File: src/rtl/pwm_cfg_ctrl_if.sv
// Byte-stream, response-byte and PWM-core signal bundle of pwm_cfg_ctrl.
// The master side is the UART/PWM environment, the slave side is the controller.
interface pwm_cfg_ctrl_if #(
  parameter int PERIOD_W = 20
);
  logic                rx_valid;
  logic [7:0]          rx_data;
  logic                pwm_wrap;
  logic [PERIOD_W-1:0] pwm_period;
  logic [PERIOD_W-1:0] pwm_duty;
  logic                cfg_pending;
  logic                frame_ok;
  logic                frame_err;
  logic                tx_valid;
  logic [7:0]          tx_data;
  logic                tx_ready;

  modport master (
    output rx_valid, rx_data, pwm_wrap, tx_ready,
    input  pwm_period, pwm_duty, cfg_pending, frame_ok, frame_err, tx_valid, tx_data
  );

  modport slave (
    input  rx_valid, rx_data, pwm_wrap, tx_ready,
    output pwm_period, pwm_duty, cfg_pending, frame_ok, frame_err, tx_valid, tx_data
  );
endinterface

File: src/rtl/pwm_cfg_ctrl.sv
// UART-framed PWM configuration: parses A5/CMD/B2/B1/B0/CHK frames into shadow
// registers, answers ACK/NAK, and commits shadows to the PWM core on period wrap.
module pwm_cfg_ctrl #(
  parameter int PERIOD_W   = 20,
  parameter int DEF_PERIOD = 1000,
  parameter int DEF_DUTY   = 500,
  parameter int TIMEOUT    = 27000
) (
  input logic           clk,
  input logic           rst,
  pwm_cfg_ctrl_if.slave bus
);

  typedef enum logic [2:0] {
    ST_IDLE = 3'd0,
    ST_CMD  = 3'd1,
    ST_B2   = 3'd2,
    ST_B1   = 3'd3,
    ST_B0   = 3'd4,
    ST_CHK  = 3'd5,
    ST_RESP = 3'd6
  } state_t;

  localparam logic [7:0] SOF_BYTE   = 8'hA5;
  localparam logic [7:0] CMD_PERIOD = 8'h01;
  localparam logic [7:0] CMD_DUTY   = 8'h02;
  localparam logic [7:0] ACK_BYTE   = 8'h06;
  localparam logic [7:0] NAK_BYTE   = 8'h15;
  localparam int         TMR_W      = $clog2(TIMEOUT + 1);
  localparam logic [TMR_W-1:0]    TMR_LAST  = TMR_W'(TIMEOUT - 1);
  localparam logic [PERIOD_W-1:0] DEF_PER_V = PERIOD_W'(DEF_PERIOD);
  localparam logic [PERIOD_W-1:0] DEF_DUT_V = PERIOD_W'(DEF_DUTY);

  function automatic logic [7:0] frame_chk(input logic [7:0] cmd, input logic [7:0] b2,
                                           input logic [7:0] b1, input logic [7:0] b0);
    return cmd ^ b2 ^ b1 ^ b0;
  endfunction

  function automatic logic [PERIOD_W-1:0] clamp_duty(input logic [PERIOD_W-1:0] duty,
                                                     input logic [PERIOD_W-1:0] period);
    return (duty > period) ? period : duty;
  endfunction

  state_t              state_r, state_nxt_s;
  logic [7:0]          cmd_r, b2_r, b1_r, b0_r;
  logic [TMR_W-1:0]    tmr_r;
  logic [PERIOD_W-1:0] shadow_period_r, shadow_duty_r;
  logic [PERIOD_W-1:0] pwm_period_r, pwm_duty_r;
  logic                cfg_pending_r, frame_ok_r, frame_err_r, tx_valid_r;
  logic [7:0]          tx_data_r;

  logic                in_frame_s, accept_s, timeout_s, chk_done_s, frame_good_s;
  logic                resp_done_s, wr_period_s, wr_duty_s, commit_s;
  logic [19:0]         value_s;

  // FSM state register
  always_ff @(posedge clk or posedge rst) begin
    if (rst) begin
      state_r <= ST_IDLE;
    end else begin
      state_r <= state_nxt_s;
    end
  end

  // FSM next-state logic: one state per accepted byte, timeout jumps to RESP
  always_comb begin
    state_nxt_s = state_r;
    case (state_r)
      ST_IDLE: state_nxt_s = accept_s ? ST_CMD : ST_IDLE;
      ST_CMD:  state_nxt_s = accept_s ? ST_B2  : (timeout_s ? ST_RESP : ST_CMD);
      ST_B2:   state_nxt_s = accept_s ? ST_B1  : (timeout_s ? ST_RESP : ST_B2);
      ST_B1:   state_nxt_s = accept_s ? ST_B0  : (timeout_s ? ST_RESP : ST_B1);
      ST_B0:   state_nxt_s = accept_s ? ST_CHK : (timeout_s ? ST_RESP : ST_B0);
      ST_CHK:  state_nxt_s = (accept_s || timeout_s) ? ST_RESP : ST_CHK;
      ST_RESP: state_nxt_s = resp_done_s ? ST_IDLE : ST_RESP;
      default: state_nxt_s = ST_IDLE;
    endcase
  end

  // FSM output decode: byte acceptance, frame verdict and commit strobes
  always_comb begin
    in_frame_s = 1'b0;
    accept_s   = 1'b0;
    case (state_r)
      ST_IDLE: accept_s = bus.rx_valid && (bus.rx_data == SOF_BYTE);
      ST_CMD, ST_B2, ST_B1, ST_B0, ST_CHK: begin
        in_frame_s = 1'b1;
        accept_s   = bus.rx_valid;
      end
      default: begin
        in_frame_s = 1'b0;
        accept_s   = 1'b0;
      end
    endcase
    value_s      = {b2_r[3:0], b1_r, b0_r};
    timeout_s    = in_frame_s && !bus.rx_valid && (tmr_r == TMR_LAST);
    chk_done_s   = accept_s && (state_r == ST_CHK);
    frame_good_s = chk_done_s
                   && (bus.rx_data == frame_chk(cmd_r, b2_r, b1_r, b0_r))
                   && ((cmd_r == CMD_PERIOD) || (cmd_r == CMD_DUTY))
                   && (b2_r[7:4] == 4'h0)
                   && !((cmd_r == CMD_PERIOD) && (value_s == 20'd0));
    wr_period_s  = frame_good_s && (cmd_r == CMD_PERIOD);
    wr_duty_s    = frame_good_s && (cmd_r == CMD_DUTY);
    resp_done_s  = (state_r == ST_RESP) && bus.tx_ready;
    commit_s     = bus.pwm_wrap && cfg_pending_r;
  end

  // Payload byte capture and inter-byte timer (cleared by every accepted byte)
  always_ff @(posedge clk or posedge rst) begin
    if (rst) begin
      cmd_r <= 8'h00;
      b2_r  <= 8'h00;
      b1_r  <= 8'h00;
      b0_r  <= 8'h00;
      tmr_r <= '0;
    end else begin
      if (accept_s) begin
        case (state_r)
          ST_CMD:  cmd_r <= bus.rx_data;
          ST_B2:   b2_r  <= bus.rx_data;
          ST_B1:   b1_r  <= bus.rx_data;
          ST_B0:   b0_r  <= bus.rx_data;
          default: begin end
        endcase
      end
      tmr_r <= (in_frame_s && !bus.rx_valid && !timeout_s) ? tmr_r + TMR_W'(1) : '0;
    end
  end

  // Shadow/active registers; a commit reads the shadows before a same-cycle write
  always_ff @(posedge clk or posedge rst) begin
    if (rst) begin
      shadow_period_r <= DEF_PER_V;
      shadow_duty_r   <= DEF_DUT_V;
      pwm_period_r    <= DEF_PER_V;
      pwm_duty_r      <= DEF_DUT_V;
      cfg_pending_r   <= 1'b0;
    end else begin
      if (wr_period_s) shadow_period_r <= PERIOD_W'(value_s);
      if (wr_duty_s)   shadow_duty_r   <= PERIOD_W'(value_s);
      if (commit_s) begin
        pwm_period_r <= shadow_period_r;
        pwm_duty_r   <= clamp_duty(shadow_duty_r, shadow_period_r);
      end
      if (wr_period_s || wr_duty_s) cfg_pending_r <= 1'b1;
      else if (commit_s)            cfg_pending_r <= 1'b0;
    end
  end

  // Status pulses and the ACK/NAK response byte held until tx_ready
  always_ff @(posedge clk or posedge rst) begin
    if (rst) begin
      frame_ok_r  <= 1'b0;
      frame_err_r <= 1'b0;
      tx_valid_r  <= 1'b0;
      tx_data_r   <= 8'h00;
    end else begin
      frame_ok_r  <= frame_good_s;
      frame_err_r <= (chk_done_s && !frame_good_s) || timeout_s;
      if (chk_done_s || timeout_s) begin
        tx_valid_r <= 1'b1;
        tx_data_r  <= frame_good_s ? ACK_BYTE : NAK_BYTE;
      end else if (resp_done_s) begin
        tx_valid_r <= 1'b0;
      end
    end
  end

  assign bus.pwm_period  = pwm_period_r;
  assign bus.pwm_duty    = pwm_duty_r;
  assign bus.cfg_pending = cfg_pending_r;
  assign bus.frame_ok    = frame_ok_r;
  assign bus.frame_err   = frame_err_r;
  assign bus.tx_valid    = tx_valid_r;
  assign bus.tx_data     = tx_data_r;

endmodule

File: src/flat_wrapper.sv
// flat-port wrapper written by rule: the top's interface ports become plain ports
module pwm_cfg_ctrl_flat 
#(
  parameter int PERIOD_W   = 20,
  parameter int DEF_PERIOD = 1000,
  parameter int DEF_DUTY   = 500,
  parameter int TIMEOUT    = 27000
)
  (clk, rst, bus_rx_valid, bus_rx_data, bus_pwm_wrap, bus_tx_ready, bus_pwm_period, bus_pwm_duty, bus_cfg_pending, bus_frame_ok, bus_frame_err, bus_tx_valid, bus_tx_data);
  pwm_cfg_ctrl_if #(.PERIOD_W(PERIOD_W)) bus_i ();
  input logic clk;
  input logic rst;
  input wire logic [$bits(bus_i.rx_valid)-1:0] bus_rx_valid;
  input wire logic [$bits(bus_i.rx_data)-1:0] bus_rx_data;
  input wire logic [$bits(bus_i.pwm_wrap)-1:0] bus_pwm_wrap;
  input wire logic [$bits(bus_i.tx_ready)-1:0] bus_tx_ready;
  output wire logic [$bits(bus_i.pwm_period)-1:0] bus_pwm_period;
  output wire logic [$bits(bus_i.pwm_duty)-1:0] bus_pwm_duty;
  output wire logic [$bits(bus_i.cfg_pending)-1:0] bus_cfg_pending;
  output wire logic [$bits(bus_i.frame_ok)-1:0] bus_frame_ok;
  output wire logic [$bits(bus_i.frame_err)-1:0] bus_frame_err;
  output wire logic [$bits(bus_i.tx_valid)-1:0] bus_tx_valid;
  output wire logic [$bits(bus_i.tx_data)-1:0] bus_tx_data;
  assign bus_i.rx_valid = bus_rx_valid;
  assign bus_i.rx_data = bus_rx_data;
  assign bus_i.pwm_wrap = bus_pwm_wrap;
  assign bus_i.tx_ready = bus_tx_ready;
  assign bus_pwm_period = bus_i.pwm_period;
  assign bus_pwm_duty = bus_i.pwm_duty;
  assign bus_cfg_pending = bus_i.cfg_pending;
  assign bus_frame_ok = bus_i.frame_ok;
  assign bus_frame_err = bus_i.frame_err;
  assign bus_tx_valid = bus_i.tx_valid;
  assign bus_tx_data = bus_i.tx_data;
  pwm_cfg_ctrl #(.PERIOD_W(PERIOD_W), .DEF_PERIOD(DEF_PERIOD), .DEF_DUTY(DEF_DUTY), .TIMEOUT(TIMEOUT)) u_core (.clk(clk), .rst(rst), .bus(bus_i));
endmodule
File: config.mk
export PLATFORM = sky130hd
export DESIGN_NAME = pwm_cfg_ctrl_flat
export DESIGN_NICKNAME = d
export VERILOG_FILES = /design/src/rtl/pwm_cfg_ctrl_if.sv /design/src/rtl/pwm_cfg_ctrl.sv /design/src/flat_wrapper.sv
export SDC_FILE = /design/constraint.sdc
export NUM_CORES = 1
export LEC_CHECK = 0
export ABC_CLOCK_PERIOD_IN_PS = 12310
export CAP_MARGIN = 20
export CORE_MARGIN = 2
export CORE_UTILIZATION = 45
export CTS_BUF_LIST = sky130_fd_sc_hd__clkbuf_16
export DETAILED_ROUTE_END_ITERATION = 12
export PLACE_DENSITY = 0.61
export SYNTH_ARGS = -nofsm -noshare
export SYNTH_HDL_FRONTEND = slang
export SYNTH_SLANG_ARGS = --single-unit
File: constraint.sdc
create_clock -name clk -period 12.31 [get_ports clk]
set_input_delay 2.462 -clock clk [delete_from_list [all_inputs] [get_ports clk]]
set_output_delay 2.462 -clock clk [all_outputs]
set_load 0.05 [all_outputs]
After elaboration in Yosys (flattened, before gate mapping)
Index checks and enable logic that the tools add are counted.

$add $sub $neg: 1. Magnitude comparators: 1. Equal/unequal tests: 11. Muxes and demuxes: 21. Bitwise logic cells: 3. Reduce and logical (&&, ||, !) cells: 34.

Operators by type and width (count): 3-bit two-way mux (8); 8-bit XOR (3); 3-bit case mux with 7 select lines (1); 20-bit greater-than comparator (1); 20-bit logical NOT (1); 20-bit two-way mux (1); 15-bit by 1-bit adder with 15-bit output, second input constant (1); 15-bit equality test, second input constant (1); 1-bit logical AND (15); 15-bit two-way mux (1); 3-bit equality test, second input constant (3); 8-bit by 1-bit equality test with 1-bit output, second input constant (1); 8-bit by 2-bit equality test with 1-bit output, second input constant (1); 8-bit equality test (1); 8-bit equality test, second input constant (1); 2-bit AND reduction (4); 3-bit by 2-bit equality test with 1-bit output, second input constant (2); 1-bit two-way mux (6); 1-bit logical OR (5); 5-bit two-way mux (1); 5-bit OR reduction (1); 1-bit logical NOT (4); 4-bit logical NOT (1); 2-bit two-way mux (2); 4 further kinds (5).

Flip-flop bits (word level): 142. Bits of input ports: 13. Output and inout bits: 52. Logic and storage cells: 86.

Depth between registers and ports, before layout
Word-level depth: 11. Mapped depth: 10. Mapped depth without buffers: 9.

Least setup slack after synthesis
No wires, ideal clock.

Kind: input-to-reg. Start point: in bus_rx_data[3]. End point: reg u_core.shadow_duty_r[0]. Arrival: 4104 ps. Data required time: 12185 ps. Setup slack: 8081 ps. Cell stages on the path: 8. Path buffers: 1. Cell sequence: xnor2_1 > xnor2_1 > xnor2_1 > nor4_2 > nand4_2 > nor4_4 > buf_6 > mux2_4.

Cells in the longest elaborated chain, start to end: 9. Elaborated cells on any way between the ends: 10. Classes of those cells: eq/ne (2); mux (1); reduce/logical (7).

RTL lines: start: declaration (line flat_wrapper.sv:14) `input wire logic [$bits(bus_i.rx_data)-1:0] bus_rx_data;`; 8-bit equality test (line pwm_cfg_ctrl.sv:85) `ST_IDLE: accept_s = bus.rx_valid && (bus.rx_data == SOF_BYTE);`; 1-bit logical AND (line pwm_cfg_ctrl.sv:85); 1-bit case mux with 2 select lines (line pwm_cfg_ctrl.sv:84) `case (state_r)`; 1-bit logical AND (line pwm_cfg_ctrl.sv:97) `chk_done_s = accept_s && (state_r == ST_CHK);`; 1-bit logical AND * (line pwm_cfg_ctrl.sv:99) `&& (bus.rx_data == frame_chk(cmd_r, b2_r, b1_r, b0_r))`; 1-bit logical AND * (line pwm_cfg_ctrl.sv:100) `&& ((cmd_r == CMD_PERIOD) || (cmd_r == CMD_DUTY))`; 1-bit logical AND * (line pwm_cfg_ctrl.sv:101) `&& (b2_r[7:4] == 4'h0)`; 1-bit logical AND * (line pwm_cfg_ctrl.sv:102) `&& !((cmd_r == CMD_PERIOD) && (value_s == 20'd0));`; 1-bit logical AND * (line pwm_cfg_ctrl.sv:104) `wr_duty_s = frame_good_s && (cmd_r == CMD_DUTY);`; end signal: assignment (line pwm_cfg_ctrl.sv:141) `if (wr_duty_s) shadow_duty_r <= PERIOD_W'(value_s);`; end: declaration (line pwm_cfg_ctrl.sv:47) `logic [PERIOD_W-1:0] shadow_period_r, shadow_duty_r;`.

Mark *: on every way between the ends. The rest lies on a longest branch, timed or not. A chain may end at the register's enable or synchronous reset.

Worst setup path in the final report
Start point: in bus_rx_data[7]. End point: reg u_core.shadow_period_r[4].

Cells in the longest elaborated chain, start to end: 9. Elaborated cells on any way between the ends: 10. Classes of those cells: eq/ne (2); mux (1); reduce/logical (7).

RTL lines: 8-bit equality test (line pwm_cfg_ctrl.sv:85); 1-bit logical AND (line pwm_cfg_ctrl.sv:85); 1-bit case mux with 2 select lines (line pwm_cfg_ctrl.sv:84); 1-bit logical AND (line pwm_cfg_ctrl.sv:97); 1-bit logical AND * (line pwm_cfg_ctrl.sv:99); 1-bit logical AND * (line pwm_cfg_ctrl.sv:100); 1-bit logical AND * (line pwm_cfg_ctrl.sv:101); 1-bit logical AND * (line pwm_cfg_ctrl.sv:102); 1-bit logical AND * (line pwm_cfg_ctrl.sv:103) `wr_period_s = frame_good_s && (cmd_r == CMD_PERIOD);`; end signal: assignment (line pwm_cfg_ctrl.sv:140) `if (wr_period_s) shadow_period_r <= PERIOD_W'(value_s);`; end: declaration (line pwm_cfg_ctrl.sv:47).

Marks and branches as above.

==> run metrics <==
status=finished, final reports clean; CP delay by family, top=buffers and inverters; synthesized area=6650 µm²; area delta synth->final=19.4%; die area=15800 µm²; Yosys reg bits=137; worst skew pair latency=420 ps; core outline area=14500 µm²; layout net count=639; Max Slew Vio Count=0; initial antenna violation count=0; Tot Pwr=1.47 mW; Lkg Pwr=3.43 nW; Post-CTS Hold Buffers=0; share of cells above drive strength 1=0.202; asr flop ratio synth=1.00; crit start category=input port; Period Utilization, post-route=0.387; maximum vdd ir drop=0.000122 V; Slew HR=0.292; Yosys top cell area share=0.426; CP dominant cell by count=xnor2_1; routed vias=4277; Main synth FF type=dfrtp_1; Wirelength per Cell=17.1 µm; CTS buffer count=17; H-tree levels=4; drt first pass iters=4; crit path max fanout=20; GRT Residual Overflow=0; critical path data required time=12610 ps; vias in the first global route=4361; total track usage=0.184; number of synthesized flops with an enable pin=0; DP Cell Count=770; largest net degree at the start of global routing=71; Final Util=0.548; via density per instance=5.33; CTS tree=yes; Reg clk slew, reported paths=60 ps; final RePlAce weighted congestion=0.791; Hold Path Class=reg2reg; Cell Rows=44; Worst Setup SP=bus_rx_data[7]; Setup Buffers After CTS=0; Critical Path Max Stage Delay=600 ps; Slew @ Worst Pin=1060 ps; placed cell area=7370 µm²; Power per Cell Area=186 nW/µm²; max frequency=210 MHz; cells on worst reg2reg path=8; crit-path cells=clkdlybuf4s50_1, xor2_1, xnor2_1, xnor2_1, nor4_2, nand4_2, nor4_4, buf_4, mux2_4; cell count after synthesis=546; clk sinks=137; n_diodes=0; post-synth top area cell=dfrtp_1; die width=126 µm; cell count along the critical path=9; CTS max path bufs=2; Worst R2R Start=u_core.shadow_period_r[17]; Fin Setup TNS=0 ps; Critical Path End=u_core.shadow_period_r[4]; I/O Pins=65; post-DP HPWL=9.65 mm; Reg2Reg Setup Slack=9100 ps; IO buf count=60; Max Cap Viol=0; Routed WL=13.7 mm; Residual DRC=0; design area=7930 µm²; synthesis warning total=0; Post-Syn Area per Cell=12.2 µm²; DP Worst Slack=7150 ps; unrepaired setup endpoints after global routing=false; Final Critical Period=4760 ps; slowest CP cell=clkdlybuf4s50_1; Setup-failing EPs final=0; most area-consuming cells after synthesis=dfrtp_1, dfstp_2, mux2_4; fin cells=802; Hold WS=468 ps; Filler Cells Inserted=1231; Starting Density=0.459; Critical path buffers and inverters=2; first-pass GRT wire length=23.0 mm; skew final=7.80 ps; die span in y=126 µm; Synth cell types=45; Hold Vio Cnt, Final=0; Initial DRC Count=208; DRT antenna net count=0; Data arrival, critical path=5060 ps; post-route worst setup slack=7550 ps; Critical Path Sink Type=flip-flop; clock root buffer=clkbuf_16; Seq/Total Area, Yosys=0.520; cells resized by post-CTS repair=0; Crit Reg-Reg Endpoint=u_core.bus.pwm_duty[3]; Setup CP Type=in2reg
[layout by cell type (no fill, tap or decap), types with 3 or more instances in the layout]
cell type,n
a21o_1,10
a21oi_1,8
and3_1,5
buf_4,4
clkbuf_16,17
clkdlybuf4s50_1,60
clkinv_2,3
clkinv_4,3
clkinvlp_4,3
conb_1,4
dfrtp_1,113
dfstp_2,24
ha_1,21
inv_1,30
mux2_1,8
mux2_2,23
mux2_4,40
nand2_1,37
nand2b_1,22
nand3_1,9
nand4_1,11
nor2_1,28
nor2b_1,3
nor4_1,11
o21a_1,3
o21ai_0,23
o221a_1,20
xnor2_1,33
xor2_1,12
[how the worst min path moves through the flow]
stage	from	endpoint	slack, ps	cells after the start
global placement	u_core.bus.tx_data[2]	u_core.bus.tx_data[2]	450	1
CTS	u_core.bus.tx_data[2]	u_core.bus.tx_data[2]	470	1
global route	u_core.bus.tx_data[1]	u_core.bus.tx_data[1]	490	1
detailed placement	u_core.bus.tx_data[2]	u_core.bus.tx_data[2]	450	1
floorplan	u_core.tmr_r[0]	u_core.tmr_r[0]	450	1
finish	u_core.bus.tx_data[2]	u_core.bus.tx_data[2]	470	1
[synthesized netlist by cell type, drive strengths merged, types with 2 or more instances]
library cell and number:
dfstp 24, a2bb2oi 2, or2 2, dfrtp 113, nand2b 22, and4 2, nor2b 3, xnor2 33
ha 21, nand2 38, o221a 20, a21o 10, clkbuf 17, xor2 12, or3 2, buf 10
inv 29, nand3 9, nor2 28, and3 5, o21ai 25, nand4 12, o21a 3, a21oi 8
nor4 14, nor3 2, mux2 71
[report_power, final]
part | total [mW] | internal, mW | switching [mW]
registers | 0.632 | 0.525 | 0.107
clock network | 0.485 | 0.294 | 0.191
logic | 0.357 | 0.176 | 0.181
[flip-flops by register name (all words and copies together), names as in the netlist]
| register | cells |
|---|---|
| u_core.bus.cfg_pending | 1 |
| u_core.state_r | 3 |
| u_core.b2_r | 8 |
| u_core.bus.frame_ok | 1 |
| u_core.bus.tx_data | 3 |
| u_core.cmd_r | 8 |
| u_core.tmr_r | 15 |
| u_core.bus.tx_valid | 1 |
| u_core.b1_r | 8 |
| u_core.bus.frame_err | 1 |
| u_core.bus.pwm_duty | 20 |
| u_core.bus.pwm_period | 20 |
| u_core.shadow_period_r | 20 |
| u_core.shadow_duty_r | 20 |
| u_core.b0_r | 8 |
[layer usage]
| metal | part of all wire | track usage | wire, µm | up-vias |
|---|---|---|---|---|
| met5 | 0 | 0 | 0 | - |
| met4 | 0.018 | 0.0686 | 245 | 0 |
| met3 | 0.040 | 0.0445 | 543 | 21 |
| met2 | 0.45 | 0.283 | 6240 | 87 |
| met1 | 0.49 | 0.255 | 6700 | 2137 |
| li1 | - | - | - | 2032 |
[kinds of logic (layout without fill, tap and decap cells)]
| family | after synthesis | count (layout) | synth area share |
|---|---|---|---|
| AOI/OAI and AO/OA | 72 | 72 | 0.0810 |
| xor gates and xnor gates | 45 | 45 | 0.0593 |
| adders and majority gates | 21 | 21 | 0.0395 |
| buffers and inverters | 56 | 125 | 0.0392 |
| DFF | 137 | 137 | 0.520 |
| muxes | 71 | 71 | 0.143 |
| other | 1 | 4 | 0.000564 |
| and+or+nand+nor | 143 | 143 | 0.117 |
[worst reg2reg max path, delay by kind of cell, from the launching register on]
kind                     cells  cell delay, ps
flip-flops                   1             400
AO/OA/AOI/OAI                1             560
buffers and inverters        1              80
AND/OR/NAND/NOR              5            1740
adder cells (fa/ha/maj)      1             310
[cell type report]
| cell class | count | area, µm² | area share |
|---|---|---|---|
| clock buffer | 17 | 425 | 0.0536 |
| clock inverter | 15 | 139 | 0.0175 |
| inverter | 29 | 111 | 0.0140 |
| multi-input combinational | 356 | 2940 | 0.370 |
| sequential | 137 | 3460 | 0.436 |
| tap | 184 | 230 | 0.0290 |
| timing repair buffer | 64 | 631 | 0.0795 |
No activity file was read; power rests on OpenSTA's default activity.
==> RTL change, RTL diff (same settings) <==
`PERIOD_W` is set to 20 in 3 places; all go to 40.
--- a/src/rtl/pwm_cfg_ctrl_if.sv
+++ b/src/rtl/pwm_cfg_ctrl_if.sv
@@ -1,7 +1,7 @@
 // Byte-stream, response-byte and PWM-core signal bundle of pwm_cfg_ctrl.
 // The master side is the UART/PWM environment, the slave side is the controller.
 interface pwm_cfg_ctrl_if #(
-  parameter int PERIOD_W = 20
+  parameter int PERIOD_W = 40
 );
   logic                rx_valid;
   logic [7:0]          rx_data;
--- a/src/rtl/pwm_cfg_ctrl.sv
+++ b/src/rtl/pwm_cfg_ctrl.sv
@@ -1,7 +1,7 @@
 // UART-framed PWM configuration: parses A5/CMD/B2/B1/B0/CHK frames into shadow
 // registers, answers ACK/NAK, and commits shadows to the PWM core on period wrap.
 module pwm_cfg_ctrl #(
-  parameter int PERIOD_W   = 20,
+  parameter int PERIOD_W   = 40,
   parameter int DEF_PERIOD = 1000,
   parameter int DEF_DUTY   = 500,
   parameter int TIMEOUT    = 27000
--- a/src/flat_wrapper.sv
+++ b/src/flat_wrapper.sv
@@ -1,7 +1,7 @@
 // flat-port wrapper written by rule: the top's interface ports become plain ports
 module pwm_cfg_ctrl_flat 
 #(
-  parameter int PERIOD_W   = 20,
+  parameter int PERIOD_W   = 40,
   parameter int DEF_PERIOD = 1000,
   parameter int DEF_DUTY   = 500,
   parameter int TIMEOUT    = 27000
Interface: changed (resized bus_pwm_duty and bus_pwm_period); port bits go from 65 to 105. The function was not compared with the original's and may differ.
==> RTL change against the original RTL <==
Setup slack got worse by 0.16 ns; wire length rose by 2.3%; area after synthesis rose by 4.0%; sequential cell count did not move; hold slack improved by 0.0057 ns; die area rose by 3.9%; total power rose by 2.7%; combinational power rose by 9.2%; design area rose by 2.2%; largest cell class unchanged.
==> RTL change: results (changes against the original RTL) <==
.. list-table::
   :header-rows: 1

   * - Metric
     - Value
   * - Routability congestion estimate from global placement
     - 0.836 (was 0.791)
   * - Detailed placer's ending HPWL
     - 9940 um (was 9650 um)
   * - Aggregate global-route resource usage
     - 18.7% (was 18.4%)
   * - Launch instance of the worst register-to-register path
     - u_core.state_r[0] (was u_core.shadow_period_r[17])
   * - Main area contributors after synthesis
     - sky130_fd_sc_hd__dfrtp_1 (41%), sky130_fd_sc_hd__dfstp_2 (9.1%), sky130_fd_sc_hd__mux2_4 (8.7%), sky130_fd_sc_hd__mux2_2 (5.0%), sky130_fd_sc_hd__buf_4 (4.9%) (was sky130_fd_sc_hd__dfrtp_1 (43%), sky130_fd_sc_hd__dfstp_2 (9.5%), sky130_fd_sc_hd__mux2_4 (9.0%), sky130_fd_sc_hd__xnor2_1 (4.3%), sky130_fd_sc_hd__ha_1 (4.0%))
   * - Delay of the slowest cell on the worst path
     - 0.65 ns (was 0.60 ns)
   * - Ratio of cells with drive above 1 in the final layout
     - 24.4% (was 20.2%)
   * - Max VDD drop
     - 0.143 mV (was 0.122 mV)
   * - Dpl ws
     - 6.98 ns (was 7.15 ns)
   * - Sw frac
     - 33.8% (was 32.5%)
   * - Mapped Avg Cell Area
     - 11.7 um^2 (was 12.2 um^2)
   * - Largest net degree at the start of global routing
     - 81 (was 71)
   * - Vias per std cell
     - 5.15 (was 5.33)
   * - Headroom to the max-slew limit
     - 36.0% (was 29.2%)
   * - Status
     - complete, no violations (unchanged)
   * - Largest clock skew in the final design
     - 0.0125 ns (was 0.00780 ns)
   * - Initial drt markers
     - 187 (was 208)
   * - Post-route insts no fill
     - 853 (was 802)
   * - Timing startpoint of the critical path
     - bus_rx_valid (was bus_rx_data[7])
   * - Data arrival time of the worst path
     - 5.23 ns (was 5.06 ns)
   * - Number of detailed-routing iterations run before antenna repair
     - 5 (was 4)
   * - Synth Area in Adders
     - 3.80% (was 3.95%)
   * - Static leakage
     - 3.50 nW (was 3.43 nW)
   * - Min-Delay Endpoint
     - u_core.bus.pwm_period[0] (was u_core.bus.tx_data[2])
   * - Global-route wire length before repair
     - 23,500 um (was 23,000 um)
   * - Number of cells on the worst hold path
     - 2 (was 1)
   * - Multiplexer fraction of the synthesized cell area
     - 13.7% (was 14.3%)
   * - Synth top cells by count
     - sky130_fd_sc_hd__dfrtp_1 (113), sky130_fd_sc_hd__nand2_1 (59), sky130_fd_sc_hd__buf_4 (45) (was sky130_fd_sc_hd__dfrtp_1 (113), sky130_fd_sc_hd__mux2_4 (40), sky130_fd_sc_hd__nand2_1 (37))
   * - Fraction of synthesized cell area in xor and xnor cells
     - 5.83% (was 5.93%)
## RTL change: changes by cell type after synthesis, sizes merged, moves of 3 or more
cell | unedited run | this run
nand3 | 9 | 12
o31ai | 0 | 3
buf | 10 | 51
nand2 | 38 | 59
nand4 | 12 | 9
nand2b | 22 | 2
## RTL change: cell type report
cell class | instances | area [um^2]
Fill cell | 1300 | 6990
Tap cell | 188 | 235
Clock buffer | 17 | 425
Clock inverter | 15 | 136
Timing Repair Buffer | 67 | 673
Sequential cell | 137 | 3460
Inverter | 27 | 104
Multi-Input combinational cell | 402 | 3070
## RTL change: power by group through the flow
stage	clock, mW	sequential [mW]	combinational, mW
after floorplan	0	0.636	0.306
after global placement	0	0.641	0.386
after detailed placement	0	0.644	0.393
after CTS	0.497	0.637	0.396
after global routing	0.518	0.651	0.426
final	0.487	0.637	0.390
## RTL change: per-layer routing
metal	share of wire, %	global-route usage (%)	routed length [um]
met1	48	25.5	6790
met2	46	28.8	6480
met3	3.9	4.76	545
met4	1.7	7.37	238
met5	0	0	0
